[config.mk]
export PLATFORM = sky130hd
export DESIGN_NAME = packet_source_flat
export DESIGN_NICKNAME = d
export VERILOG_FILES = /design/src/rtl/packet_source_pkg.sv /design/src/rtl/packet_source_if.sv /design/src/rtl/packet_source_src_lane.sv /design/src/rtl/packet_source.sv /design/src/flat_wrapper.sv
export SDC_FILE = /design/constraint.sdc
export NUM_CORES = 1
export LEC_CHECK = 0
export CAP_MARGIN = 20
export CORE_MARGIN = 2
export CORE_UTILIZATION = 30
export DETAILED_ROUTE_END_ITERATION = 16
export PLACE_DENSITY = 0.55
export SYNTH_ARGS = -nofsm -noshare
export SYNTH_HDL_FRONTEND = slang
export SYNTH_SLANG_ARGS = --single-unit
export TNS_END_PERCENT = 5
[constraint.sdc]
create_clock -name clk -period 4.1 [get_ports clk]
set_input_delay 1.23 -clock clk [delete_from_list [all_inputs] [get_ports clk]]
set_output_delay 1.23 -clock clk [all_outputs]
set_load 0.02 [all_outputs]
[src/rtl/packet_source_pkg.sv]
// Shared types and constants for the packet_source traffic generator.
// Holds the FSM state enum, lane-id width helper and LFSR constants (used only with THROTTLE_EN).
package packet_source_pkg;

    typedef enum logic [1:0] {
        ST_IDLE  = 2'd0,
        ST_RUN   = 2'd1,
        ST_DRAIN = 2'd2,
        ST_DONE  = 2'd3
    } state_t;

    // Lane-id field width carried in the upper data bits; at least 1 bit even for a single lane.
    function automatic int lid_width(input int num_reqs);
        return (num_reqs > 1) ? $clog2(num_reqs) : 1;
    endfunction

    localparam logic [15:0] LFSR_SEED = 16'hACE1;
    // Fibonacci taps 16,14,13,11 -> state bits 15,13,12,10
    localparam logic [15:0] LFSR_TAPS = 16'hB400;

endpackage

[src/rtl/packet_source_if.sv]
// Push-side bundle between packet_source and the FIFO/DWRR harness.
// master = packet_source, slave = harness/testbench driving control and grants.
interface packet_source_if #(
    parameter int NUM_REQS = 4,
    parameter int WIDTH    = 8,
    parameter int CNTW     = 8
);
    logic                      go;
    logic [NUM_REQS-1:0]       lane_en;
    logic [CNTW-1:0]           pkt_count;
    logic [CNTW-1:0]           magic_idx;
    logic [NUM_REQS-1:0]       gnt;
    logic [NUM_REQS-1:0]       push;
    logic [NUM_REQS*WIDTH-1:0] flat_data_out;
    logic                      start;
    logic                      busy;
    logic                      done;
    logic                      err;

    modport master (
        input  go, lane_en, pkt_count, magic_idx, gnt,
        output push, flat_data_out, start, busy, done, err
    );

    modport slave (
        output go, lane_en, pkt_count, magic_idx, gnt,
        input  push, flat_data_out, start, busy, done, err
    );
endinterface

[src/rtl/packet_source_src_lane.sv]
// One generator lane: sequence counter, mirrored FIFO occupancy, eligibility and data formatting.
// Latency: push is combinational from registered state, first push the cycle after clear.
// Backpressure: never pushes when mirrored occupancy == DEPTH; THROTTLE_EN adds an LFSR push gate.
module src_lane
    import packet_source_pkg::*;
#(
    parameter int NUM_REQS = 4,
    parameter int WIDTH    = 8,
    parameter int DEPTH    = 8,
    parameter int CNTW     = 8,
    parameter int LANE_ID  = 0
) (
    input  logic             clk,
    input  logic             rst,
    input  logic             i_clr,
    input  logic             i_run,
    input  logic             i_en,
    input  logic             i_gnt,
    input  logic             i_armed,
    input  logic [CNTW-1:0]  i_pkt_count,
    input  logic [CNTW-1:0]  i_magic_idx,
    output logic             o_push,
    output logic [WIDTH-1:0] o_dat,
    output logic             o_start,
    output logic             o_gen_done,
    output logic             o_occ_zero,
    output logic             o_underflow
);
    localparam int  LIDW     = lid_width(NUM_REQS);
    localparam int  SEQW     = WIDTH - LIDW;
    localparam int  OCCW     = $clog2(DEPTH) + 1;
    localparam bit  IS_MAGIC = (LANE_ID == 0);

    logic [CNTW-1:0]  r_seq;
    logic [OCCW-1:0]  r_occ;
    logic             w_elig;
    logic             w_push;
    logic [SEQW-1:0]  w_seq_low;

    // Uses registered occupancy only, so a same-cycle grant cannot unblock a full lane.
    assign w_elig = i_run & i_en & (r_seq < i_pkt_count) & (r_occ < OCCW'(DEPTH));

`ifdef THROTTLE_EN
    logic [15:0] r_lfsr;

    always_ff @(posedge clk or negedge rst) begin
        if (!rst) begin
            r_lfsr <= LFSR_SEED + 16'(LANE_ID);
        end else begin
            r_lfsr <= {r_lfsr[14:0], ^(r_lfsr & LFSR_TAPS)};
        end
    end

    assign w_push = w_elig & r_lfsr[0];
`else
    assign w_push = w_elig;
`endif

    assign w_seq_low   = SEQW'(r_seq);
    assign o_push      = w_push;
    assign o_dat       = w_push ? {LIDW'(LANE_ID), w_seq_low} : '0;
    assign o_start     = IS_MAGIC & w_push & (r_seq == i_magic_idx) & i_armed;
    assign o_gen_done  = ~i_en | (r_seq >= i_pkt_count);
    assign o_occ_zero  = (r_occ == '0);
    assign o_underflow = i_gnt & (r_occ == '0);

    always_ff @(posedge clk or negedge rst) begin
        if (!rst) begin
            r_seq <= '0;
            r_occ <= '0;
        end else if (i_clr) begin
            r_seq <= '0;
            r_occ <= '0;
        end else begin
            if (w_push) begin
                r_seq <= r_seq + 1'b1;
            end
            // A grant on an empty lane is an error upstream; hold at zero rather than wrap.
            case ({w_push, i_gnt})
                2'b10:   r_occ <= r_occ + 1'b1;
                2'b01:   r_occ <= (r_occ == '0) ? r_occ : r_occ - 1'b1;
                default: r_occ <= r_occ;
            endcase
        end
    end

endmodule

[src/rtl/packet_source.sv]
// Sequence-tagged packet generator for NUM_REQS FIFO lanes with one magic (start) packet per run.
// Latency: go sampled at t -> busy and first push at t+1; done the cycle after all occupancies hit 0.
// Backpressure: per-lane occupancy mirrored from grants; optional THROTTLE_EN LFSR gating of pushes.
module packet_source
    import packet_source_pkg::*;
#(
    parameter int NUM_REQS = 4,
    parameter int WIDTH    = 8,
    parameter int DEPTH    = 8,
    parameter int CNTW     = 8
) (
    input  logic              clk,
    input  logic              rst,
    packet_source_if.master   bus
);
    state_t                    r_state;
    logic                      r_busy;
    logic                      r_done;
    logic                      r_err;
    logic                      r_magic_sent;
    logic [NUM_REQS-1:0]       r_lane_en;
    logic [CNTW-1:0]           r_pkt_count;
    logic [CNTW-1:0]           r_magic_idx;

    logic                      w_clr;
    logic                      w_run;
    logic                      w_start;
    logic [NUM_REQS-1:0]       w_push;
    logic [NUM_REQS-1:0]       w_start_lane;
    logic [NUM_REQS-1:0]       w_gen_done;
    logic [NUM_REQS-1:0]       w_occ_zero;
    logic [NUM_REQS-1:0]       w_underflow;
    logic [NUM_REQS*WIDTH-1:0] w_flat;

    assign w_clr = (r_state == ST_IDLE) & bus.go;
    assign w_run = (r_state == ST_RUN);

    for (genvar i = 0; i < NUM_REQS; i++) begin : g_lane
        src_lane #(
            .NUM_REQS (NUM_REQS),
            .WIDTH    (WIDTH),
            .DEPTH    (DEPTH),
            .CNTW     (CNTW),
            .LANE_ID  (i)
        ) u_lane (
            .clk         (clk),
            .rst         (rst),
            .i_clr       (w_clr),
            .i_run       (w_run),
            .i_en        (r_lane_en[i]),
            .i_gnt       (bus.gnt[i]),
            .i_armed     (~r_magic_sent),
            .i_pkt_count (r_pkt_count),
            .i_magic_idx (r_magic_idx),
            .o_push      (w_push[i]),
            .o_dat       (w_flat[i*WIDTH +: WIDTH]),
            .o_start     (w_start_lane[i]),
            .o_gen_done  (w_gen_done[i]),
            .o_occ_zero  (w_occ_zero[i]),
            .o_underflow (w_underflow[i])
        );
    end

    // Only lane 0 can raise its start bit; the OR just collapses the vector.
    assign w_start = |w_start_lane;

    always_ff @(posedge clk or negedge rst) begin
        if (!rst) begin
            r_state      <= ST_IDLE;
            r_busy       <= 1'b0;
            r_done       <= 1'b0;
            r_err        <= 1'b0;
            r_magic_sent <= 1'b0;
            r_lane_en    <= '0;
            r_pkt_count  <= '0;
            r_magic_idx  <= '0;
        end else begin
            if (|w_underflow) begin
                r_err <= 1'b1;
            end
            case (r_state)
                ST_IDLE: begin
                    if (bus.go) begin
                        r_state      <= ST_RUN;
                        r_busy       <= 1'b1;
                        r_magic_sent <= 1'b0;
                        r_lane_en    <= bus.lane_en;
                        r_pkt_count  <= bus.pkt_count;
                        r_magic_idx  <= bus.magic_idx;
                    end
                end
                ST_RUN: begin
                    if (w_start) begin
                        r_magic_sent <= 1'b1;
                    end
                    if (&w_gen_done) begin
                        r_state <= ST_DRAIN;
                    end
                end
                ST_DRAIN: begin
                    if (&w_occ_zero) begin
                        r_state <= ST_DONE;
                        r_busy  <= 1'b0;
                        r_done  <= 1'b1;
                    end
                end
                ST_DONE: begin
                    if (!bus.go) begin
                        r_state <= ST_IDLE;
                        r_done  <= 1'b0;
                    end
                end
                default: r_state <= ST_IDLE;
            endcase
        end
    end

    assign bus.push          = w_push;
    assign bus.flat_data_out = w_flat;
    assign bus.start         = w_start;
    assign bus.busy          = r_busy;
    assign bus.done          = r_done;
    assign bus.err           = r_err;

endmodule

[src/flat_wrapper.sv]
// flat-port wrapper written by rule: the top's interface ports become plain ports
module packet_source_flat import packet_source_pkg::*;
#(
    parameter int NUM_REQS = 4,
    parameter int WIDTH    = 8,
    parameter int DEPTH    = 8,
    parameter int CNTW     = 8
)
  (clk, rst, bus_go, bus_lane_en, bus_pkt_count, bus_magic_idx, bus_gnt, bus_push, bus_flat_data_out, bus_start, bus_busy, bus_done, bus_err);
  packet_source_if #(.NUM_REQS(NUM_REQS), .WIDTH(WIDTH), .CNTW(CNTW)) bus_i ();
  input  logic clk;
  input  logic rst;
  input wire logic [$bits(bus_i.go)-1:0] bus_go;
  input wire logic [$bits(bus_i.lane_en)-1:0] bus_lane_en;
  input wire logic [$bits(bus_i.pkt_count)-1:0] bus_pkt_count;
  input wire logic [$bits(bus_i.magic_idx)-1:0] bus_magic_idx;
  input wire logic [$bits(bus_i.gnt)-1:0] bus_gnt;
  output wire logic [$bits(bus_i.push)-1:0] bus_push;
  output wire logic [$bits(bus_i.flat_data_out)-1:0] bus_flat_data_out;
  output wire logic [$bits(bus_i.start)-1:0] bus_start;
  output wire logic [$bits(bus_i.busy)-1:0] bus_busy;
  output wire logic [$bits(bus_i.done)-1:0] bus_done;
  output wire logic [$bits(bus_i.err)-1:0] bus_err;
  assign bus_i.go = bus_go;
  assign bus_i.lane_en = bus_lane_en;
  assign bus_i.pkt_count = bus_pkt_count;
  assign bus_i.magic_idx = bus_magic_idx;
  assign bus_i.gnt = bus_gnt;
  assign bus_push = bus_i.push;
  assign bus_flat_data_out = bus_i.flat_data_out;
  assign bus_start = bus_i.start;
  assign bus_busy = bus_i.busy;
  assign bus_done = bus_i.done;
  assign bus_err = bus_i.err;
  packet_source #(.NUM_REQS(NUM_REQS), .WIDTH(WIDTH), .DEPTH(DEPTH), .CNTW(CNTW)) u_core (.clk(clk), .rst(rst), .bus(bus_i));
endmodule
==> reports/qor.csv, run 1 <==
metric;value;unit
post-CTS sizing;1;
Leak;2.99;nW
CTS root buf;clkbuf_16;
Std-Cell Rows;46;
Crit Path Class;reg2out;
drc violations;0;
average size of a mapped cell;9.22;um2
mapped cell area;0.00493;mm2
Initial Util;0.308;
Hold Startpoint;u_core.r_lane_en[1]$_DFFE_PN0P_;
Ports;67;
drt via density;4.92;
crit path to;bus_flat_data_out[28];
R2R setup slack;960;ps
final hold vios;0;
Slew @ Worst Pin;977;ps
Peak VDD IR;0.234;mV
# clock sinks;74;
GR Overflow Total;0;
Final Util;0.381;
Post-Layout Cell Count;812;
RSZ-0062 raised after global routing;yes;
worst reg2reg path startpoint;u_core.g_lane[1].u_lane.r_seq[1]$_DFFE_PN0P_;
Mapped Cells;535;
Clock Latency Late Sink;350;ps
CP startpoint kind;flop;
count of different cell masters after synthesis;50;
CTS H-Tree Depth;3;
asr flop ratio synth;1.00;
crit path DAT;2720;ps
Max-slew headroom;0.348;
Yosys warning count;0;
largest net degree at the start of global routing;75;
vias in the first global route;3973;
routability cong.;0.785;
first-pass GRT wire length;20.1;mm
gr usage total;0.145;
routed length per instance;15.0;um
DP HPWL;8.88;mm
Setup Skew;10.8;ps
Antenna Cells;0;
Layout area overhead;23.4;%
Final WS setup;155;ps
Place WS;371;ps
Final min period;3950;ps
buffers inserted by post-CTS timing repair;0;
initial antenna violation count;0;
DIE AREA;0.0175;mm2
CTS Buf Count;9;
clock buffer depth;2;
critical path fanouts, max;14;
main flop type after synthesis;dfrtp_1;
Yosys reg bits;74;
Initial DRC Count;186;
pwr dens;610;mW/mm2
setup TNS;0;ps
fin crit share;0.962;
hold crit path type;reg2reg;
I/O Buffers;62;
outcome;completed;
Max-cap violations;0;
die width;132;um
Pins Over Slew Limit;0;
DRT antenna net count;0;
FMAX;0.253;GHz
Seq/Total Area, Yosys;0.375;
Layout Nets;672;
First-pass DRT Iterations;5;
placed insts;796;
Die H;132;um
CTS tree;built;
WL final;12.2;mm
Reg clk slew, reported paths;70;ps
number of flops mapped to enable cells by yosys;0;
crit end category;output port;
r2r worst-path depth;12;
crit path launch;u_core.g_lane[3].u_lane.r_seq[5]$_DFFE_PN0P_;
core area;0.0160;mm2
hold buffer count at CTS;0;
r2r endpoint;u_core.g_lane[1].u_lane.r_occ[3]$_DFFE_PN0P_;
ratio of cells with drive above 1 in the final layout;0.0822;
WP data required;2870;ps
Vias;3998;
final setup fails;0;
per-layer routing:
| layer | track usage | up-vias | part of all wire |
|---|---|---|---|
| met5 | 0 | - | 0 |
| met4 | 0.0526 | 0 | 0.016 |
| met3 | 0.0292 | 12 | 0.028 |
| met2 | 0.251 | 52 | 0.50 |
| met1 | 0.178 | 1960 | 0.46 |
| li1 | - | 1974 | - |
how the worst min path moves through the flow:
stage          depth (start not counted)                               to  slack [ps]
2_1_floorplan                          2  u_core.r_lane_en[0]$_DFFE_PN0P_         440
3_3_place_gp                           2  u_core.r_lane_en[0]$_DFFE_PN0P_         470
3_5_place_dp                           2  u_core.r_lane_en[1]$_DFFE_PN0P_         460
4_1_cts                                2  u_core.r_lane_en[0]$_DFFE_PN0P_         480
5_1_grt                                2  u_core.r_lane_en[1]$_DFFE_PN0P_         510
6_report                               2  u_core.r_lane_en[1]$_DFFE_PN0P_         480
logic make-up after synthesis:
family | synth area share
other cells | 0.000760
fa+ha+maj | 0.137
compound gates | 0.127
flops | 0.375
buf+inv | 0.0456
xor+xnor | 0.0781
mux | 0.0167
simple gates | 0.220
cells in the final DEF (no fill, tap or decap), types with 3 or more instances in the layout:
cell and instances:
and2_1 15, a21oi_1 39, nor4_1 4, o21ai_0 25, dlymetal6s2s_1 16, nand2_1 82
nand4_1 17, nor4b_4 3, a211oi_2 4, xnor2_1 16, dfrtp_1 74, inv_1 18
ha_1 54, nor2_1 38, clkinvlp_4 4, and3_1 10, xor2_1 28, conb_1 4
or3_1 6, o211ai_2 4, a31oi_1 8, o21ai_1 3, clkdlybuf4s50_1 45, mux2i_1 6
o22ai_1 3, clkbuf_16 9, nand2b_1 3, buf_6 3, nor2b_1 10, nand3_1 4
nand4_2 3, buf_4 4
critical path: stages (launching register included):
cell	delay [ps]
dfrtp_1	440
ha_1	350
a211oi_2	180
o21ai_1	160
nor4b_4	320
buf_6	200
and2_1	140
clkdlybuf4s50_1	590
final cells by class:
| type | instances | area, um2 |
|---|---|---|
| Fill cell | 1635 | 9910 |
| Multi-Input combinational cell | 418 | 2870 |
| Sequential cell | 74 | 1850 |
| Timing Repair Buffer | 68 | 714 |
| Tap cell | 216 | 270 |
| Clock buffer | 9 | 225 |
| Clock inverter | 7 | 77.6 |
| Inverter | 20 | 75.1 |
power breakdown:
part           switching [W]  internal (W)
Combinational       0.000959      0.000729
Clock               0.000335      0.000475
Sequential          0.000256      0.000962
Total                0.00155       0.00217
metrics by stage:
step | power [W] | instance area [um2] | hold slack, ps
finish | 0.00372 | 6090 | 478
global route | 0.00405 | 6090 | 508
CTS | 0.00376 | 6030 | 482
detailed placement | 0.00292 | 5730 | 464
global placement | 0.00283 | 5730 | 471
floorplan | 0.00246 | 4940 | 438
registers in the layout, summed over array words and instances, names as in the netlist:
register,cells
u_core.r_pkt_count,8
u_core.r_magic_sent,1
u_core.bus.done,1
u_core.bus.err,1
u_core.g_lane.u_lane.r_occ,16
u_core.r_lane_en,4
u_core.r_magic_idx,8
u_core.g_lane.u_lane.r_seq,32
u_core.bus.busy,1
u_core.r_state,2
synthesized netlist by cell type (all sizes together), types with 2 or more instances:
library cell  number  area [um2]
nand2             82         308
dfrtp             74        1850
ha                54         676
a21oi             39         195
nor2              39         154
o21ai             29         149
xor2              28         245
inv               20        75.1
nand4             20         144
buf               17         116
and2              16         100
xnor2             16         140
and3              11        73.8
nor2b             10        62.6
clkbuf             9        33.8
a31oi              8        50.1
a211oi             6        65.1
mux2i              6        60.1
o211ai             6        65.1
or3                6        37.5
nand3              5        30.0
nor4               5        37.5
nand2b             3        18.8
nor3               3        15.0
nor4b              3        71.3
o22ai              3        18.8
a22oi              2        15.0
mux2               2        22.5
o221ai             2        17.5
or4                2        15.0
(Power assumes the default switching activity.)
==> inputs of run 2 (changes only) <==
Clock period 4.1 ns to 4.5 ns, I/O delays scaled along.
==> run 2 against run 1 <==
  * Hold slack gained 7.3 ps
  * Non-clock buffer count grew 2
  * Total power fell by 8.5%
  * Largest cell class unchanged
  * Largest power group unchanged
==> reports/qor.csv, run 2 (same netlist as run 1, synthesis figures left out) <==
metric;value;unit;change
Final WS setup;263;ps;+108 ps
Largest register FFs;32;;unchanged
vias in the first global route;3997;;+0.60%
switching pwr;0.00139;W;-10%
Clock Latency Late Sink;340;ps;about the same
First-pass DRT Iterations;5;;unchanged
crit path DAT;2890;ps;+170 ps
Initial DRC Count;178;;-4.3%
Crit Path Class;reg2out;;
Int Pwr;0.00201;W;-7.4%
ratio of cells with drive above 1 in the final layout;0.0753;;-0.00696
most frequent cells in the layout;nand2_1 (82), dfrtp_1 (74), clkdlybuf4s50_1 (61);;
gr usage total;0.146;;+0.00139
Leak;2.71;nW;-9.2%
routed length per instance;15.2;um;+1.2%
crit path launch;u_core.r_pkt_count[5]$_DFFE_PN0P_;;
Place WS;451;ps;+80.2 ps
CTS Buf Count;9;;unchanged
Logic pwr share;0.454;;about the same
Pins Over Slew Limit;0;;unchanged
Ports;67;;unchanged
fin crit share;0.941;;
final hold vios;0;;unchanged
first-pass GRT wire length;20.5;mm;+1.6%
Setup Skew;5.69;ps;-5.12 ps
core area;0.0160;mm2;unchanged
Std-Cell Rows;46;;unchanged
Max-cap violations;0;;unchanged
die width;132;um;unchanged
CP peak stage delay;600;ps;about the same
hold crit path type;reg2reg;;
Switching Fraction;0.410;;-0.00715
drc violations;0;;unchanged
critical path fanouts, max;9;;-5
Clock Power Share;0.219;;about the same
Layout Nets;674;;+0.30%
overall power;0.00340;W;-8.5%
CP max-delay cell;clkdlybuf4s50_1;;
# clock sinks;74;;unchanged
outcome;completed;;
worst reg2reg path startpoint;u_core.r_pkt_count[5]$_DFFE_PN0P_;;
largest net degree at the start of global routing;75;;unchanged
Reg clk slew, reported paths;50;ps;-20 ps
DIE AREA;0.0175;mm2;unchanged
DP HPWL;9.09;mm;+2.3%
Vias;4019;;+0.53%
initial antenna violation count;0;;unchanged
Max-slew headroom;0.350;;+0.00121
pwr dens;562;mW/mm2;-8.0%
Hold Startpoint;u_core.r_lane_en[2]$_DFFE_PN0P_;;
Final min period;4240;ps;
RSZ-0062 raised after global routing;yes;;
Peak VDD IR;0.205;mV;-13%
Die H;132;um;unchanged
Slew @ Worst Pin;976;ps;-1.82 ps
Most flops, register;u_core.g_lane.u_lane.r_seq;;
crit end category;output port;;
worst hold slack;485;ps;+7.29 ps
Layout area overhead;22.7;%;
routability cong.;0.809;;+3.0%
crit-path cells;inv_1, ha_1, a211oi_2, o21ai_1, nor4b_4, buf_4, and2_1, clkdlybuf4s50_1;;
CTS tree;built;;
Largest regs;u_core.g_lane.u_lane.r_seq (32), u_core.g_lane.u_lane.r_occ (16);;
CTS root buf;clkbuf_16;;
CTS H-Tree Depth;3;;unchanged
WL final;12.4;mm;+1.5%
setup TNS;0;ps;unchanged
final setup fails;0;;unchanged
placed insts;796;;unchanged
commonest non-fill, non-tap cell in the layout;nand2_1;;
I/O Buffers;62;;unchanged
CP startpoint kind;flop;;
clock buffer depth;2;;unchanged
DRT antenna net count;0;;unchanged
drt via density;4.94;;+0.28%
sequential power share;0.327;;about the same
Initial Util;0.308;;unchanged
FMAX;0.236;GHz;
Antenna Cells;0;;unchanged
Post-Layout Cell Count;814;;+0.25%
GR Overflow Total;0;;unchanged
WP data required;3150;ps;+280 ps
run 2: worst paths after layout:
path / cells after the start / slack (ps) / end
worst min-delay path: 2 / 490 / u_core.r_lane_en[2]$_DFFE_PN0P_
worst max register to register: 13 / 1160 / u_core.g_lane[1].u_lane.r_occ[3]$_DFFE_PN0P_
min in group asynchronous: 1 / 1170 / u_core.g_lane[1].u_lane.r_seq[7]$_DFFE_PN0P_
worst max-delay path: 8 / 260 / bus_flat_data_out[9]
max in group asynchronous: 1 / 2700 / u_core.g_lane[2].u_lane.r_occ[3]$_DFFE_PN0P_
worst min register to register: 2 / 490 / u_core.r_lane_en[2]$_DFFE_PN0P_
run 2: stage by stage:
stage / util / area [um2]
global placement: 0.359 / 5740
detailed placement: 0.359 / 5740
floorplan: - / 4940
global route: 0.378 / 6060
CTS: 0.378 / 6040
finish: 0.378 / 6060
run 2: power groups by stage:
stage               combinational [W]  sequential (W)  clock [W]
floorplan                     0.00119         0.00105          0
global placement              0.00148         0.00111          0
detailed placement            0.00155         0.00112          0
CTS                           0.00156         0.00111   0.000763
global route                  0.00178         0.00114   0.000788
finish                        0.00155         0.00111   0.000745
run 2: what timing repair did:
action                     in CTS  in global routing
hold buffers                    0                  0
setup endpoints to repair       0                  2
gates resized for setup         0                  0
buffers inserted                0                  2
run 2: final cells by class:
type,instances,area [um2]
fill,1634,9940
multi-input combinational,418,2870
sequential,74,1850
timing repair buffer,70,691
tap,216,270
clock buffer,14,264
inverter,20,75.1
clock inverter,2,35.0
run 2: critical path, delay by kind of cell (launching register included):
kind | cells | cell delay, ps
buffers and inverters | 3 | 1000
adders and majority gates | 1 | 290
and+or+nand+nor | 2 | 530
AOI/OAI and AO/OA | 2 | 380
DFF | 1 | 350
run 2: routing by layer:
metal | share of wire | wire length, um | global-route usage
met4 | 0.021 | 261 | 0.0633
met1 | 0.45 | 5580 | 0.184
met3 | 0.037 | 463 | 0.0242
met5 | 0 | 0 | 0
met2 | 0.49 | 6080 | 0.247
